--- src/rtl/plate_op_arbiter_if.sv ---
// Plate opcode port: the arbiter drives opcode/valid/yumi, the plate answers
// with ready (opcode accepted) and done (op finished, held until yumi).
interface plate_op_arbiter_if;
    logic [2:0] opcode;
    logic       opcode_v;
    logic       ready;
    logic       done;
    logic       yumi;

    modport master (output opcode, opcode_v, yumi, input ready, done);
    modport slave  (input opcode, opcode_v, yumi, output ready, done);
endinterface

--- src/rtl/plate_op_arbiter.sv ---
// Collects system, gravity and user move requests, grants one at a time by
// fixed priority (sys > gravity > user) and sequences the plate handshake
// IDLE -> ISSUE -> WAIT -> ACK, reporting each completion with its source.
module plate_op_arbiter #(
    parameter int max_drops_p = 3,
    parameter int timeout_p   = 1023
) (
    input  logic                       clk_i,
    input  logic                       reset_n_i,
    input  logic                       flush_i,
    input  logic                       sys_v_i,
    input  logic [1:0]                 sys_op_i,
    output logic                       sys_ready_o,
    input  logic                       tick_i,
    input  logic                       user_v_i,
    input  logic [1:0]                 user_op_i,
    output logic                       user_ready_o,
    plate_op_arbiter_if.master         plate,
    output logic                       done_o,
    output logic [1:0]                 done_src_o,
    output logic                       busy_o,
    output logic                       overflow_o,
    output logic                       error_o
);
    typedef enum logic [1:0] {S_IDLE, S_ISSUE, S_WAIT, S_ACK} state_e;
    typedef enum logic [2:0] {
        eNop, eMoveLeft, eMoveRight, eRotate, eMoveDown, eCommit, eCheck, eNew
    } opcode_e;

    localparam logic [1:0] SRC_SYS  = 2'd0;
    localparam logic [1:0] SRC_GRAV = 2'd1;
    localparam logic [1:0] SRC_USER = 2'd2;
    localparam logic [2:0] MAX_DROPS = 3'(max_drops_p);
    localparam int         CNT_W = $clog2(timeout_p + 1);
    // Last WAIT cycle before abort; the abort edge brings the count to timeout_p.
    localparam logic [CNT_W-1:0] TO_LAST = CNT_W'(timeout_p - 1);

    state_e           state_r;
    opcode_e          opc_r;
    logic             opc_v_r;
    logic [1:0]       src_r;
    logic             yumi_r;
    logic             done_r;
    logic [1:0]       done_src_r;
    logic             busy_r;
    logic             error_r;
    logic [CNT_W-1:0] wait_cnt_r;

    logic             sys_full_r;
    opcode_e          sys_opc_r;
    logic             user_full_r;
    opcode_e          user_opc_r;
    logic [2:0]       drops_r;
    logic             overflow_r;

    logic             sys_acc, sys_illegal, user_acc;
    logic             idle_grant, grant_sys, grant_grav, grant_user, grant_any;
    opcode_e          grant_op;
    logic [1:0]       grant_src;

    // Acceptance and fixed-priority grant; no grant while a flush is clearing the holders.
    always_comb begin
        sys_acc     = sys_v_i && !sys_full_r;
        sys_illegal = sys_acc && (sys_op_i == 2'd3);
        user_acc    = user_v_i && !user_full_r && (user_op_i != 2'd0);
        idle_grant  = (state_r == S_IDLE) && !flush_i;
        grant_sys   = idle_grant && sys_full_r;
        grant_grav  = idle_grant && !sys_full_r && (drops_r != 3'd0);
        grant_user  = idle_grant && !sys_full_r && (drops_r == 3'd0) && user_full_r;
        grant_any   = grant_sys || grant_grav || grant_user;
        grant_op    = eNop;
        grant_src   = SRC_SYS;
        if (grant_sys) begin
            grant_op  = sys_opc_r;
            grant_src = SRC_SYS;
        end else if (grant_grav) begin
            grant_op  = eMoveDown;
            grant_src = SRC_GRAV;
        end else if (grant_user) begin
            grant_op  = user_opc_r;
            grant_src = SRC_USER;
        end
    end

    // Request holders: two 1-entry buffers and the saturating drop counter.
    always_ff @(posedge clk_i or negedge reset_n_i) begin
        if (!reset_n_i) begin
            sys_full_r  <= 1'b0;
            sys_opc_r   <= eNop;
            user_full_r <= 1'b0;
            user_opc_r  <= eNop;
            drops_r     <= 3'd0;
            overflow_r  <= 1'b0;
        end else if (flush_i) begin
            sys_full_r  <= 1'b0;
            user_full_r <= 1'b0;
            drops_r     <= 3'd0;
        end else begin
            if (grant_sys) begin
                sys_full_r <= 1'b0;
            end else if (sys_acc && !sys_illegal) begin
                sys_full_r <= 1'b1;
                sys_opc_r  <= opcode_e'(3'd5 + {1'b0, sys_op_i});
            end
            if (grant_user) begin
                user_full_r <= 1'b0;
            end else if (user_acc) begin
                user_full_r <= 1'b1;
                user_opc_r  <= opcode_e'({1'b0, user_op_i});
            end
            // A tick that coincides with a grant decrement cancels it, even at saturation.
            case ({tick_i, grant_grav})
                2'b10: begin
                    if (drops_r == MAX_DROPS) overflow_r <= 1'b1;
                    else                      drops_r    <= drops_r + 3'd1;
                end
                2'b01:   drops_r <= drops_r - 3'd1;
                default: ;
            endcase
        end
    end

    // Handshake FSM; every plate-facing and status output is a register set on transitions.
    always_ff @(posedge clk_i or negedge reset_n_i) begin
        if (!reset_n_i) begin
            state_r    <= S_IDLE;
            opc_r      <= eNop;
            opc_v_r    <= 1'b0;
            src_r      <= SRC_SYS;
            yumi_r     <= 1'b0;
            done_r     <= 1'b0;
            done_src_r <= SRC_SYS;
            busy_r     <= 1'b0;
            error_r    <= 1'b0;
            wait_cnt_r <= '0;
        end else begin
            yumi_r     <= 1'b0;
            done_r     <= 1'b0;
            done_src_r <= SRC_SYS;
            if (sys_illegal) error_r <= 1'b1;
            case (state_r)
                S_IDLE: begin
                    if (grant_any) begin
                        state_r <= S_ISSUE;
                        opc_r   <= grant_op;
                        opc_v_r <= 1'b1;
                        src_r   <= grant_src;
                        busy_r  <= 1'b1;
                    end
                end
                S_ISSUE: begin
                    // A transfer on this edge has already happened, so ready wins over flush.
                    if (plate.ready) begin
                        state_r    <= S_WAIT;
                        opc_r      <= eNop;
                        opc_v_r    <= 1'b0;
                        wait_cnt_r <= '0;
                    end else if (flush_i) begin
                        state_r <= S_IDLE;
                        opc_r   <= eNop;
                        opc_v_r <= 1'b0;
                        busy_r  <= 1'b0;
                    end
                end
                S_WAIT: begin
                    wait_cnt_r <= wait_cnt_r + 1'b1;
                    if (plate.done) begin
                        state_r    <= S_ACK;
                        yumi_r     <= 1'b1;
                        done_r     <= 1'b1;
                        done_src_r <= src_r;
                    end else if (wait_cnt_r == TO_LAST) begin
                        state_r <= S_IDLE;
                        error_r <= 1'b1;
                        busy_r  <= 1'b0;
                    end
                end
                S_ACK: begin
                    state_r <= S_IDLE;
                    busy_r  <= 1'b0;
                end
                default: state_r <= S_IDLE;
            endcase
        end
    end

    assign plate.opcode   = opc_r;
    assign plate.opcode_v = opc_v_r;
    assign plate.yumi     = yumi_r;
    assign sys_ready_o    = !sys_full_r;
    assign user_ready_o   = !user_full_r;
    assign done_o         = done_r;
    assign done_src_o     = done_src_r;
    assign busy_o         = busy_r;
    assign overflow_o     = overflow_r;
    assign error_o        = error_r;
endmodule

--- src/flat_wrapper.sv ---
// flat-port wrapper written by rule: the top's interface ports become plain ports
module plate_op_arbiter_flat 
#(
    parameter int max_drops_p = 3,
    parameter int timeout_p   = 1023
)
  (clk_i, reset_n_i, flush_i, sys_v_i, sys_op_i, sys_ready_o, tick_i, user_v_i, user_op_i, user_ready_o, done_o, done_src_o, busy_o, overflow_o, error_o, plate_opcode, plate_opcode_v, plate_yumi, plate_ready, plate_done);
  plate_op_arbiter_if plate_i ();
  input  logic clk_i;
  input  logic reset_n_i;
  input  logic flush_i;
  input  logic sys_v_i;
  input  logic [1:0] sys_op_i;
  output logic sys_ready_o;
  input  logic tick_i;
  input  logic user_v_i;
  input  logic [1:0] user_op_i;
  output logic user_ready_o;
  output logic done_o;
  output logic [1:0] done_src_o;
  output logic busy_o;
  output logic overflow_o;
  output logic error_o;
  output wire logic [$bits(plate_i.opcode)-1:0] plate_opcode;
  output wire logic [$bits(plate_i.opcode_v)-1:0] plate_opcode_v;
  output wire logic [$bits(plate_i.yumi)-1:0] plate_yumi;
  input wire logic [$bits(plate_i.ready)-1:0] plate_ready;
  input wire logic [$bits(plate_i.done)-1:0] plate_done;
  assign plate_opcode = plate_i.opcode;
  assign plate_opcode_v = plate_i.opcode_v;
  assign plate_yumi = plate_i.yumi;
  assign plate_i.ready = plate_ready;
  assign plate_i.done = plate_done;
  plate_op_arbiter #(.max_drops_p(max_drops_p), .timeout_p(timeout_p)) u_core (.clk_i(clk_i), .reset_n_i(reset_n_i), .flush_i(flush_i), .sys_v_i(sys_v_i), .sys_op_i(sys_op_i), .sys_ready_o(sys_ready_o), .tick_i(tick_i), .user_v_i(user_v_i), .user_op_i(user_op_i), .user_ready_o(user_ready_o), .plate(plate_i), .done_o(done_o), .done_src_o(done_src_o), .busy_o(busy_o), .overflow_o(overflow_o), .error_o(error_o));
endmodule
--- config.mk ---
export PLATFORM = sky130hd
export DESIGN_NAME = plate_op_arbiter_flat
export DESIGN_NICKNAME = d
export VERILOG_FILES = /design/src/rtl/plate_op_arbiter_if.sv /design/src/rtl/plate_op_arbiter.sv /design/src/flat_wrapper.sv
export SDC_FILE = /design/constraint.sdc
export NUM_CORES = 1
export LEC_CHECK = 0
export ABC_AREA = 0
export CELL_PAD_IN_SITES_DETAIL_PLACEMENT = 1
export CELL_PAD_IN_SITES_GLOBAL_PLACEMENT = 1
export CORE_UTILIZATION = 37
export CTS_CLUSTER_SIZE = 12
export DETAILED_ROUTE_END_ITERATION = 12
export PLACE_DENSITY = 0.82
export SYNTH_ARGS = -nofsm -noshare
export SYNTH_HDL_FRONTEND = slang
export SYNTH_SLANG_ARGS = --single-unit
--- constraint.sdc ---
create_clock -name clk_i -period 2.2 [get_ports clk_i]
set_clock_uncertainty 0.05 [all_clocks]
set_input_delay 0.44 -clock clk_i [delete_from_list [all_inputs] [get_ports clk_i]]
set_output_delay 0.44 -clock clk_i [all_outputs]
set_load 0.03 [all_outputs]
==> results.sh, run 1 <==
export IMPL_rsz0062_at_grt="yes"
export IMPL_syn_inst=179
export IMPL_synthesis_nets=195
export IMPL_comb_power_share_pct=44.2
export IMPL_grt_usage_pct=19.4
export IMPL_cp_end_kind="flip-flop"
export IMPL_yosysTopAreaCellShare_pct=48.0
export IMPL_cts_tree="yes"
export IMPL_critical_path_peak_fanout=2
export IMPL_layout_cells_most_common="dfrtp_1"
export IMPL_grt_first_pass_wirelength_mm=7.67
export IMPL_cts_buffer_depth=2
export IMPL_relSlewSlack_pct=68.8
export IMPL_grt_pass1_vias=1616
export IMPL_die_w_um=71.2
export IMPL_ant_nets=0
export IMPL_slowest_delay_ns=0.45
export IMPL_start_kind="flip-flop"
export IMPL_dp_worst_setup_slack_ns=-0.311
export IMPL_path_class="reg -> reg"
export IMPL_drv_cap=0
export IMPL_clock_latency_ns=0.29
export IMPL_gr_total_overflow=0
export IMPL_antenna_found_initial=0
export IMPL_die_area_um2=5070
export IMPL_p_sw_uw=987
export IMPL_path_cells="nor4_4 > nand2b_4 > nor2_4 > fa_1 > mux2i_1 > o211ai_1 > a21oi_2 > nor4_2"
export IMPL_tightest_slew_ns=0.464
export IMPL_cpLargestDelayFamily="simple AND/OR/NAND/NOR gates"
export IMPL_yosys_warnings=0
export IMPL_cp_arrival_ns=2.30
export IMPL_hold_path_class="reg -> reg"
export IMPL_p_leak_nw=0.991
export IMPL_io_buffers=24
export IMPL_crit_path_top_delay_cell="fa_1"
export IMPL_drive_above_1_share_pct=19.1
export IMPL_syn2layout_area_growth_pct=30.4
export IMPL_sequentialPowerShare_pct=36.2
export IMPL_hold_viol_final=0
export IMPL_syn_area_um2=1770
export IMPL_initial_utilization_pct=39.6
export IMPL_root_buffer="clkbuf_8"
export IMPL_gp_congestion=0.852
export IMPL_p_per_area_nw_per_um2=1080
export IMPL_rows=24
export IMPL_wire_per_inst_um=17.0
export IMPL_yosys_area_top_type="dfrtp_1"
export IMPL_design_core_area_um2=4470
export IMPL_synth_cell_types=48
export IMPL_h_tree_depth=2
export IMPL_fp_dieH_um=71.2
export IMPL_dr_total_vias=1530
export IMPL_intPower_mw=1.51
export IMPL_layout_min_cycle_time_ns=2.18
export IMPL_ys_seq_area_share_pct=48.0
export IMPL_min_period_over_period_pct=99.2
export IMPL_pwr_share_clk_pct=19.6
export IMPL_fin_nets=235
export IMPL_clk_pin_slew_ns=0.07
export IMPL_place_hpwl_mm=3.14
export IMPL_layout_setup_ws_ns=0.0174
export IMPL_synth_area_leaders="dfrtp_1, nor2_1, a21oi_1"
export IMPL_cts_hold_fix_buffers=0
export IMPL_wl_mm=4.63
export IMPL_ys_seq_elements=34
export IMPL_failed_checks="design-rule violations"
export IMPL_grt_max_degree=35
export IMPL_swShare_pct=39.6
export IMPL_synth_area_per_cell_um2=9.90
export IMPL_drtIter0Drc=102
export IMPL_setup_tns_ns=0
export IMPL_vias_per_cell=5.63
export IMPL_critPathBufInv=0
export IMPL_ir_drop_mv=0.452
export IMPL_io_pins=25
export IMPL_fmax_ghz=0.458
export IMPL_numCtsBuffers=5
export IMPL_crit_required_ns=2.32
export IMPL_dr_pass1_iters=8
export IMPL_setup_viol=0
export IMPL_drc=3
export IMPL_final_cell_mix="dfrtp_1, clkdlybuf4s50_1, buf_4"
export IMPL_num_antenna_cells=0
export IMPL_slew_violations=0
export IMPL_outcome="finished, violations left"
export IMPL_cts_sinks=34
==> registers in the layout (all words and copies together), names as in the netlist <==
register	flops
u_core.wait_cnt_r	10
u_core.drops_r	3
u_core.plate.opcode	3
u_core.sys_opc_r	3
u_core.done_src_o	2
u_core.src_r	2
u_core.state_r	2
u_core.user_opc_r	2
u_core.busy_o	1
u_core.done_o	1
u_core.error_o	1
u_core.overflow_o	1
u_core.plate.opcode_v	1
u_core.sys_full_r	1
u_core.user_full_r	1
==> cell type report <==
cell class,instances,area [µm²]
Fill cell,499,2160
Multi-Input combinational cell,127,888
Sequential cell,34,851
Timing Repair Buffer,43,385
Clock buffer,7,86.3
Tap cell,52,65.1
Inverter,8,30.0
Clock inverter,1,5.00
==> repair_timing <==
action	CTS	global route
resized for setup	0	9
buffers inserted	0	2
endpoints found under the setup margin	0	1
==> final timing paths <==
path                                                from                                to  slack [ns]  cells past startpoint
min reg2reg                u_core.overflow_o$_DFFE_PN0P_     u_core.overflow_o$_DFFE_PN0P_        0.42                      1
max reg2reg                u_core.state_r[0]$_DFFE_PN0P_     u_core.drops_r[1]$_DFFE_PN0P_        0.02                      8
max in group asynchronous                      reset_n_i  u_core.user_opc_r[0]$_DFFE_PN0P_        1.27                      2
min                        u_core.overflow_o$_DFFE_PN0P_     u_core.overflow_o$_DFFE_PN0P_        0.42                      1
min in group asynchronous                      reset_n_i  u_core.wait_cnt_r[7]$_DFFE_PN0P_        0.51                      2
max                        u_core.state_r[0]$_DFFE_PN0P_     u_core.drops_r[1]$_DFFE_PN0P_        0.02                      8
==> routing by layer <==
metal,track usage (%),up-vias,part of all wire [%]
met4,9.56,0,1.6
met2,31.4,28,50
met5,0,-,0
met1,25.1,772,47
li1,-,722,-
met3,3.56,8,2.1
==> power groups by stage <==
stage	Clock [mW]	Sequential, mW	Combinational (mW)
after floorplan	0	0.995	0.526
after global placement	0	0.896	0.987
after detailed placement	0	0.901	1.02
after CTS	0.497	0.892	1.03
after global routing	0.522	0.921	1.20
final	0.489	0.902	1.10
==> synth_stat cells, drive strengths merged <==
cell type   n
nor4        6
or2         1
dfrtp      34
a211oi      6
nor3b       2
and3b       1
nand3b      1
a211o       1
inv         8
a221oi      1
nand3       5
and2        3
clkbuf      2
buf         8
o21ai      11
fa          1
o31ai       1
xor2        2
o2111ai     1
a2111oi     1
o211ai      2
o2bb2ai     1
a21oi       9
a31o        1
or4         2
ha          3
a31oi       2
nor2       17
xnor2       5
or3         2
mux2        1
nand2      12
a221o       4
mux2i       1
and3        3
nor3        4
nor2b       3
a21o        2
and2b       1
o311ai      1
nand4       3
nand2b      4
==> stage by stage <==
step,util (%),std cells,power [mW],hold slack [ns],area [µm²]
floorplan,-,179,1.52,0.0944,1780
global placement,48.3,262,1.88,0.406,2160
detailed placement,48.3,262,1.92,0.406,2160
CTS,50.3,270,2.42,0.422,2250
global route,51.6,272,2.64,0.439,2310
finish,51.6,272,2.49,0.418,2310
==> logic make-up (layout without fill, tap and decap cells) <==
kind of cell	after synthesis	in the layout	share of synthesized area (%)
simple gates	70	70	22.0
compound gates	44	44	17.4
flops	34	34	48.0
buf+inv	18	59	4.59
xor+xnor	7	7	3.46
fa+ha+maj	4	4	3.25
mux	2	2	1.20
Note: power is estimated with default switching activity, not from simulation.
==> run 2, diff against run 1 <==
--- a/config.mk
+++ b/config.mk
@@ -8,6 +8,7 @@
 export ABC_AREA = 0
 export CELL_PAD_IN_SITES_DETAIL_PLACEMENT = 1
 export CELL_PAD_IN_SITES_GLOBAL_PLACEMENT = 1
+export CORE_MARGIN = 5
 export CORE_UTILIZATION = 37
 export CTS_CLUSTER_SIZE = 12
 export DETAILED_ROUTE_END_ITERATION = 12
==> results.sh, run 2 (synthesized netlist as in run 1, its figures left out) <==
export IMPL_critical_path_peak_fanout=2
export IMPL_clock_latency_ns=0.29
export IMPL_largest_reg_flops=10
export IMPL_min_delay_path_depth=1
export IMPL_io_pins=25
export IMPL_ir_drop_mv=0.487
export IMPL_cts_hold_fix_buffers=0
export IMPL_cts_sinks=34
export IMPL_drv_cap=0
export IMPL_outcome="completed"
export IMPL_hold_path_class="reg -> reg"
export IMPL_cts_buffer_depth=2
export IMPL_final_cell_mix="dfrtp_1, buf_4, clkdlybuf4s50_1"
export IMPL_root_buffer="clkbuf_8"
export IMPL_setup_viol=0
export IMPL_crit_required_ns=2.32
export IMPL_initial_utilization_pct=37.8
export IMPL_cts_tree="yes"
export IMPL_fmax_ghz=0.470
export IMPL_regMostFlops="u_core.wait_cnt_r"
export IMPL_clk_pin_slew_ns=0.08
export IMPL_drc=0
export IMPL_syn2layout_area_growth_pct=31.1
export IMPL_relSlewSlack_pct=65.9
export IMPL_slew_violations=0
export IMPL_antenna_found_initial=0
export IMPL_wl_mm=4.71
export IMPL_worstHoldStart="u_core.src_r[0]$_DFFE_PN0P_"
export IMPL_layout_min_cycle_time_ns=2.13
export IMPL_die_w_um=79.2
export IMPL_dp_cells=264
export IMPL_register_area_um2=851
export IMPL_reg2regPathDepth=8
export IMPL_cp_arrival_ns=2.25
export IMPL_grt_pass1_vias=1639
export IMPL_dr_pass1_iters=4
export IMPL_start_kind="flip-flop"
export IMPL_grt_max_degree=35
export IMPL_reg2reg_to="u_core.drops_r[1]$_DFFE_PN0P_"
export IMPL_multi_input_area_um2=861
export IMPL_drtIter0Drc=116
export IMPL_grt_first_pass_wirelength_mm=8.15
export IMPL_tightest_slew_ns=0.506
export IMPL_layout_cells_most_common="dfrtp_1"
export IMPL_num_antenna_cells=0
export IMPL_h_tree_depth=2
export IMPL_rsz0062_at_grt="yes"
export IMPL_layout_setup_ws_ns=0.0723
export IMPL_numCtsBuffers=5
export IMPL_nFillCells=549
export IMPL_min_period_over_period_pct=96.7
export IMPL_ant_nets=0
export IMPL_gp_congestion=0.822
export IMPL_hold_viol_final=0
export IMPL_dp_worst_setup_slack_ns=-0.345
export IMPL_hold_end="u_core.src_r[0]$_DFFE_PN0P_"
export IMPL_fp_dieH_um=79.2
export IMPL_die_area_um2=6270
export IMPL_place_hpwl_mm=3.28
export IMPL_gr_total_overflow=0
export IMPL_fin_cells=279
export IMPL_dr_total_vias=1526
export IMPL_wire_per_inst_um=16.9
export IMPL_rrSetupSlack_ns=0.07
export IMPL_rows=25
export IMPL_drive_above_1_share_pct=19.6
export IMPL_worstReg2RegStart="u_core.sys_full_r$_DFFE_PN0P_"
export IMPL_p_leak_nw=0.998
export IMPL_design_core_area_um2=4690
export IMPL_fin_nets=240
export IMPL_cp_end_kind="flip-flop"
export IMPL_io_buffers=24
export IMPL_p_per_area_nw_per_um2=1070
export IMPL_grt_usage_pct=16.6
export IMPL_vias_per_cell=5.47
export IMPL_path_class="reg -> reg"
==> run 2: worst max-delay path by stage <==
stage,from,endpoint,slack [ns],cells past startpoint
3_3_place_gp,flush_i,u_core.drops_r[1]$_DFFE_PN0P_,-0.25,9
2_1_floorplan,u_core.sys_full_r$_DFFE_PN0P_,u_core.drops_r[1]$_DFFE_PN0P_,0.06,8
6_report,u_core.sys_full_r$_DFFE_PN0P_,u_core.drops_r[1]$_DFFE_PN0P_,0.07,8
4_1_cts,flush_i,u_core.drops_r[1]$_DFFE_PN0P_,0.03,9
5_1_grt,u_core.sys_full_r$_DFFE_PN0P_,u_core.drops_r[1]$_DFFE_PN0P_,-0.05,8
3_5_place_dp,flush_i,u_core.drops_r[1]$_DFFE_PN0P_,-0.35,9
==> run 2: layer usage <==
| metal | wire (µm) | global-route usage (%) | vias up | part of all wire [%] |
|---|---|---|---|---|
| li1 | - | - | 738 | - |
| met1 | 2160 | 21.1 | 753 | 46 |
| met2 | 2320 | 27.9 | 26 | 49 |
| met3 | 152 | 3.63 | 9 | 3.2 |
| met4 | 70 | 5.67 | 0 | 1.5 |
| met5 | 0 | 0 | - | 0 |
==> run 2: area by class of cell <==
cell class | instances | area share [%]
clock inverters | 2 | 0.539
multi-input cells | 127 | 37.0
clock buffers | 6 | 3.55
inverters | 8 | 1.29
repair buffers | 48 | 18.0
flip-flops and latches | 34 | 36.6
well taps | 54 | 2.91
==> run 2: per-stage QoR <==
step           instance area (µm²)  total power, mW  utilization, %  setup TNS (ns)  hold slack, ns
2_1_floorplan                 1780             1.52               -               0          0.0944
3_3_place_gp                  2160             1.88            46.1          -0.413           0.403
4_1_cts                       2310             2.46            49.3               0           0.435
3_5_place_dp                  2160             1.93            46.1          -0.543           0.419
5_1_grt                       2320             2.63            49.5         -0.0484           0.452
6_report                      2320             2.48            49.5               0           0.431
==> run 2: power by group <==
part / total, mW / internal [mW] / switching, mW
sequential: 0.900 / 0.776 / 0.123
combinational: 1.08 / 0.473 / 0.610
clock: 0.494 / 0.252 / 0.242
==> run 2: critical path, cell delays in order, from the launching register on <==
cell and delay [ns]:
dfrtp_1 0.41, nor4_4 0.32, nand2b_1 0.14, nor2_2 0.13, fa_1 0.45, mux2i_1 0.19, o211ai_1 0.12, a21oi_1 0.15
nor4_1 0.07
==> run 2: what timing repair did <==
action                                 in CTS  in global routing
buffers inserted                            7                  0
endpoints found under the hold margin       0                  0
pin swaps                                   3                  4
gates resized for setup                     2                  2
setup endpoints to repair                   1                  2
==> run 3, diff against run 2 <==
--- a/config.mk
+++ b/config.mk
@@ -9,10 +9,10 @@
 export CELL_PAD_IN_SITES_DETAIL_PLACEMENT = 1
 export CELL_PAD_IN_SITES_GLOBAL_PLACEMENT = 1
 export CORE_MARGIN = 5
-export CORE_UTILIZATION = 37
+export CORE_UTILIZATION = 42
 export CTS_CLUSTER_SIZE = 12
 export DETAILED_ROUTE_END_ITERATION = 12
-export PLACE_DENSITY = 0.82
+export PLACE_DENSITY = 0.87
 export SYNTH_ARGS = -nofsm -noshare
 export SYNTH_HDL_FRONTEND = slang
 export SYNTH_SLANG_ARGS = --single-unit
==> constraint.sdc (replaced) <==
create_clock -name clk_i -period 2.1 [get_ports clk_i]
set_clock_uncertainty 0.05 [all_clocks]
set_input_delay 0.42 -clock clk_i [delete_from_list [all_inputs] [get_ports clk_i]]
set_output_delay 0.42 -clock clk_i [all_outputs]
set_load 0.03 [all_outputs]
==> results.sh, run 3 (synthesized netlist as in run 1, its figures left out) <==
export IMPL_reg2reg_to="u_core.drops_r[1]$_DFFE_PN0P_"
export IMPL_p_per_area_nw_per_um2=1180
export IMPL_cts_buffer_depth=2
export IMPL_hold_path_class="reg -> reg"
export IMPL_io_buffers=24
export IMPL_setup_viol=1
export IMPL_place_hpwl_mm=3.74
export IMPL_rsz0062_at_grt="yes"
export IMPL_grt_first_pass_wirelength_mm=8.72
export IMPL_design_core_area_um2=4060
export IMPL_regMostFlops="u_core.wait_cnt_r"
export IMPL_ant_nets=0
export IMPL_setup_tns_ns=-0.0715
export IMPL_fin_cells=271
export IMPL_min_delay_path_depth=1
export IMPL_fin_nets=236
export IMPL_worstHoldStart="u_core.sys_opc_r[2]$_DFFE_PN0P_"
export IMPL_largest_reg_flops=10
export IMPL_vias_per_cell=5.89
export IMPL_slew_violations=0
export IMPL_clk_pin_slew_ns=0.07
export IMPL_die_w_um=75.0
export IMPL_dp_cells=262
export IMPL_rrSetupSlack_ns=-0.06
export IMPL_critical_path_peak_fanout=2
export IMPL_h_tree_depth=2
export IMPL_relSlewSlack_pct=70.6
export IMPL_hold_end="u_core.sys_opc_r[2]$_DFFE_PN0P_"
export IMPL_rows=23
export IMPL_layout_min_cycle_time_ns=2.17
export IMPL_drtIter0Drc=87
export IMPL_gr_total_overflow=0
export IMPL_fp_dieH_um=75.0
export IMPL_clock_latency_ns=0.29
export IMPL_dr_pass1_iters=4
export IMPL_grt_max_degree=35
export IMPL_drc=0
export IMPL_layout_setup_ws_ns=-0.0715
export IMPL_die_area_um2=5620
export IMPL_antenna_found_initial=0
export IMPL_dr_total_vias=1595
export IMPL_num_antenna_cells=0
export IMPL_syn2layout_area_growth_pct=30.4
export IMPL_tightest_slew_ns=0.436
export IMPL_min_period_over_period_pct=103
export IMPL_drive_above_1_share_pct=18.6
export IMPL_worstReg2RegStart="u_core.state_r[0]$_DFFE_PN0P_"
export IMPL_ir_drop_mv=0.542
export IMPL_wire_per_inst_um=19.1
export IMPL_final_cell_mix="dfrtp_1, clkdlybuf4s50_1, buf_4"
export IMPL_cts_tree="yes"
export IMPL_crit_required_ns=2.23
export IMPL_wl_mm=5.17
export IMPL_start_kind="input pin"
export IMPL_gp_congestion=0.786
export IMPL_cts_sinks=34
export IMPL_dp_worst_setup_slack_ns=-0.516
export IMPL_drv_cap=0
export IMPL_layout_cells_most_common="dfrtp_1"
export IMPL_path_class="in -> reg"
export IMPL_root_buffer="clkbuf_8"
export IMPL_failed_checks="negative setup slack"
export IMPL_hold_viol_final=0
export IMPL_cp_arrival_ns=2.30
export IMPL_p_leak_nw=0.986
export IMPL_io_pins=25
export IMPL_cp_end_kind="flip-flop"
export IMPL_fmax_ghz=0.461
export IMPL_initial_utilization_pct=43.7
export IMPL_outcome="finished, violations left"
export IMPL_grt_usage_pct=20.9
export IMPL_numCtsBuffers=5
export IMPL_grt_pass1_vias=1819
export IMPL_reg2regPathDepth=8
run 3: cell types whose count changed in the layout (fill, tap and decap cells not counted), sizes merged:
cell and delta:
buf -4, bufinv +1, clkdlybuf4s50 -1, clkinv -1, dlygate4sd2 +1
run 3: what timing repair did:
item / in CTS / in global routing
setup endpoints to repair: 3 / 2
hold buffers: 0 / 0
setup buffers: 1 / 0
pin swaps: 1 / 2
gates resized for setup: 3 / 3
cloned: 0 / 0
run 3: area by class of cell:
type | instances | area, µm²
clock buffer | 6 | 72.6
multi-input combinational | 127 | 870
fill | 459 | 1750
inverter | 8 | 30.0
clock inverter | 2 | 37.5
timing repair buffer | 44 | 388
sequential | 34 | 851
tap | 50 | 62.6
run 3: worst max-delay path by stage:
stage | to | from | slack [ns] | cells past startpoint
floorplan | u_core.drops_r[1]$_DFFE_PN0P_ | u_core.sys_full_r$_DFFE_PN0P_ | 0.01 | 8
global route | u_core.drops_r[1]$_DFFE_PN0P_ | u_core.state_r[0]$_DFFE_PN0P_ | -0.19 | 8
finish | u_core.drops_r[1]$_DFFE_PN0P_ | flush_i | -0.07 | 9
global placement | u_core.drops_r[1]$_DFFE_PN0P_ | flush_i | -0.29 | 9
detailed placement | u_core.drops_r[1]$_DFFE_PN0P_ | flush_i | -0.52 | 9
CTS | u_core.drops_r[1]$_DFFE_PN0P_ | u_core.sys_full_r$_DFFE_PN0P_ | -0.06 | 8
run 3: worst max-delay path, cell delays in order:
cell           delay, ns
dlygate4sd2_1       0.28
nor4_4              0.30
nand2b_1            0.13
nor2_2              0.14
fa_1                0.46
mux2i_2             0.20
o211ai_1            0.11
a21oi_1             0.18
nor4_1              0.07
run 3: power breakdown:
| part | switching, mW | total, mW | internal (mW) |
|---|---|---|---|
| clock | 0.261 | 0.615 | 0.354 |
| combinational | 0.665 | 1.16 | 0.492 |
| sequential | 0.141 | 0.955 | 0.813 |
| total | 1.07 | 2.73 | 1.66 |
run 3: stage by stage:
| stage | util (%) | area, µm² | total power [mW] | hold slack (ns) |
|---|---|---|---|---|
| finish | 57.0 | 2310 | 2.73 | 0.434 |
| global route | 57.0 | 2310 | 2.90 | 0.464 |
| CTS | 56.6 | 2300 | 2.70 | 0.435 |
| detailed placement | 53.7 | 2180 | 2.08 | 0.419 |
| global placement | 53.7 | 2180 | 1.98 | 0.404 |
| floorplan | - | 1790 | 1.61 | 0.0744 |
run 3: metal layers:
metal	track usage (%)	wire (µm)	vias to the layer above
met5	0	0	-
met4	10.7	158	0
met3	4.81	167	17
met2	36.3	2710	35
met1	23.8	2140	816
li1	-	-	727
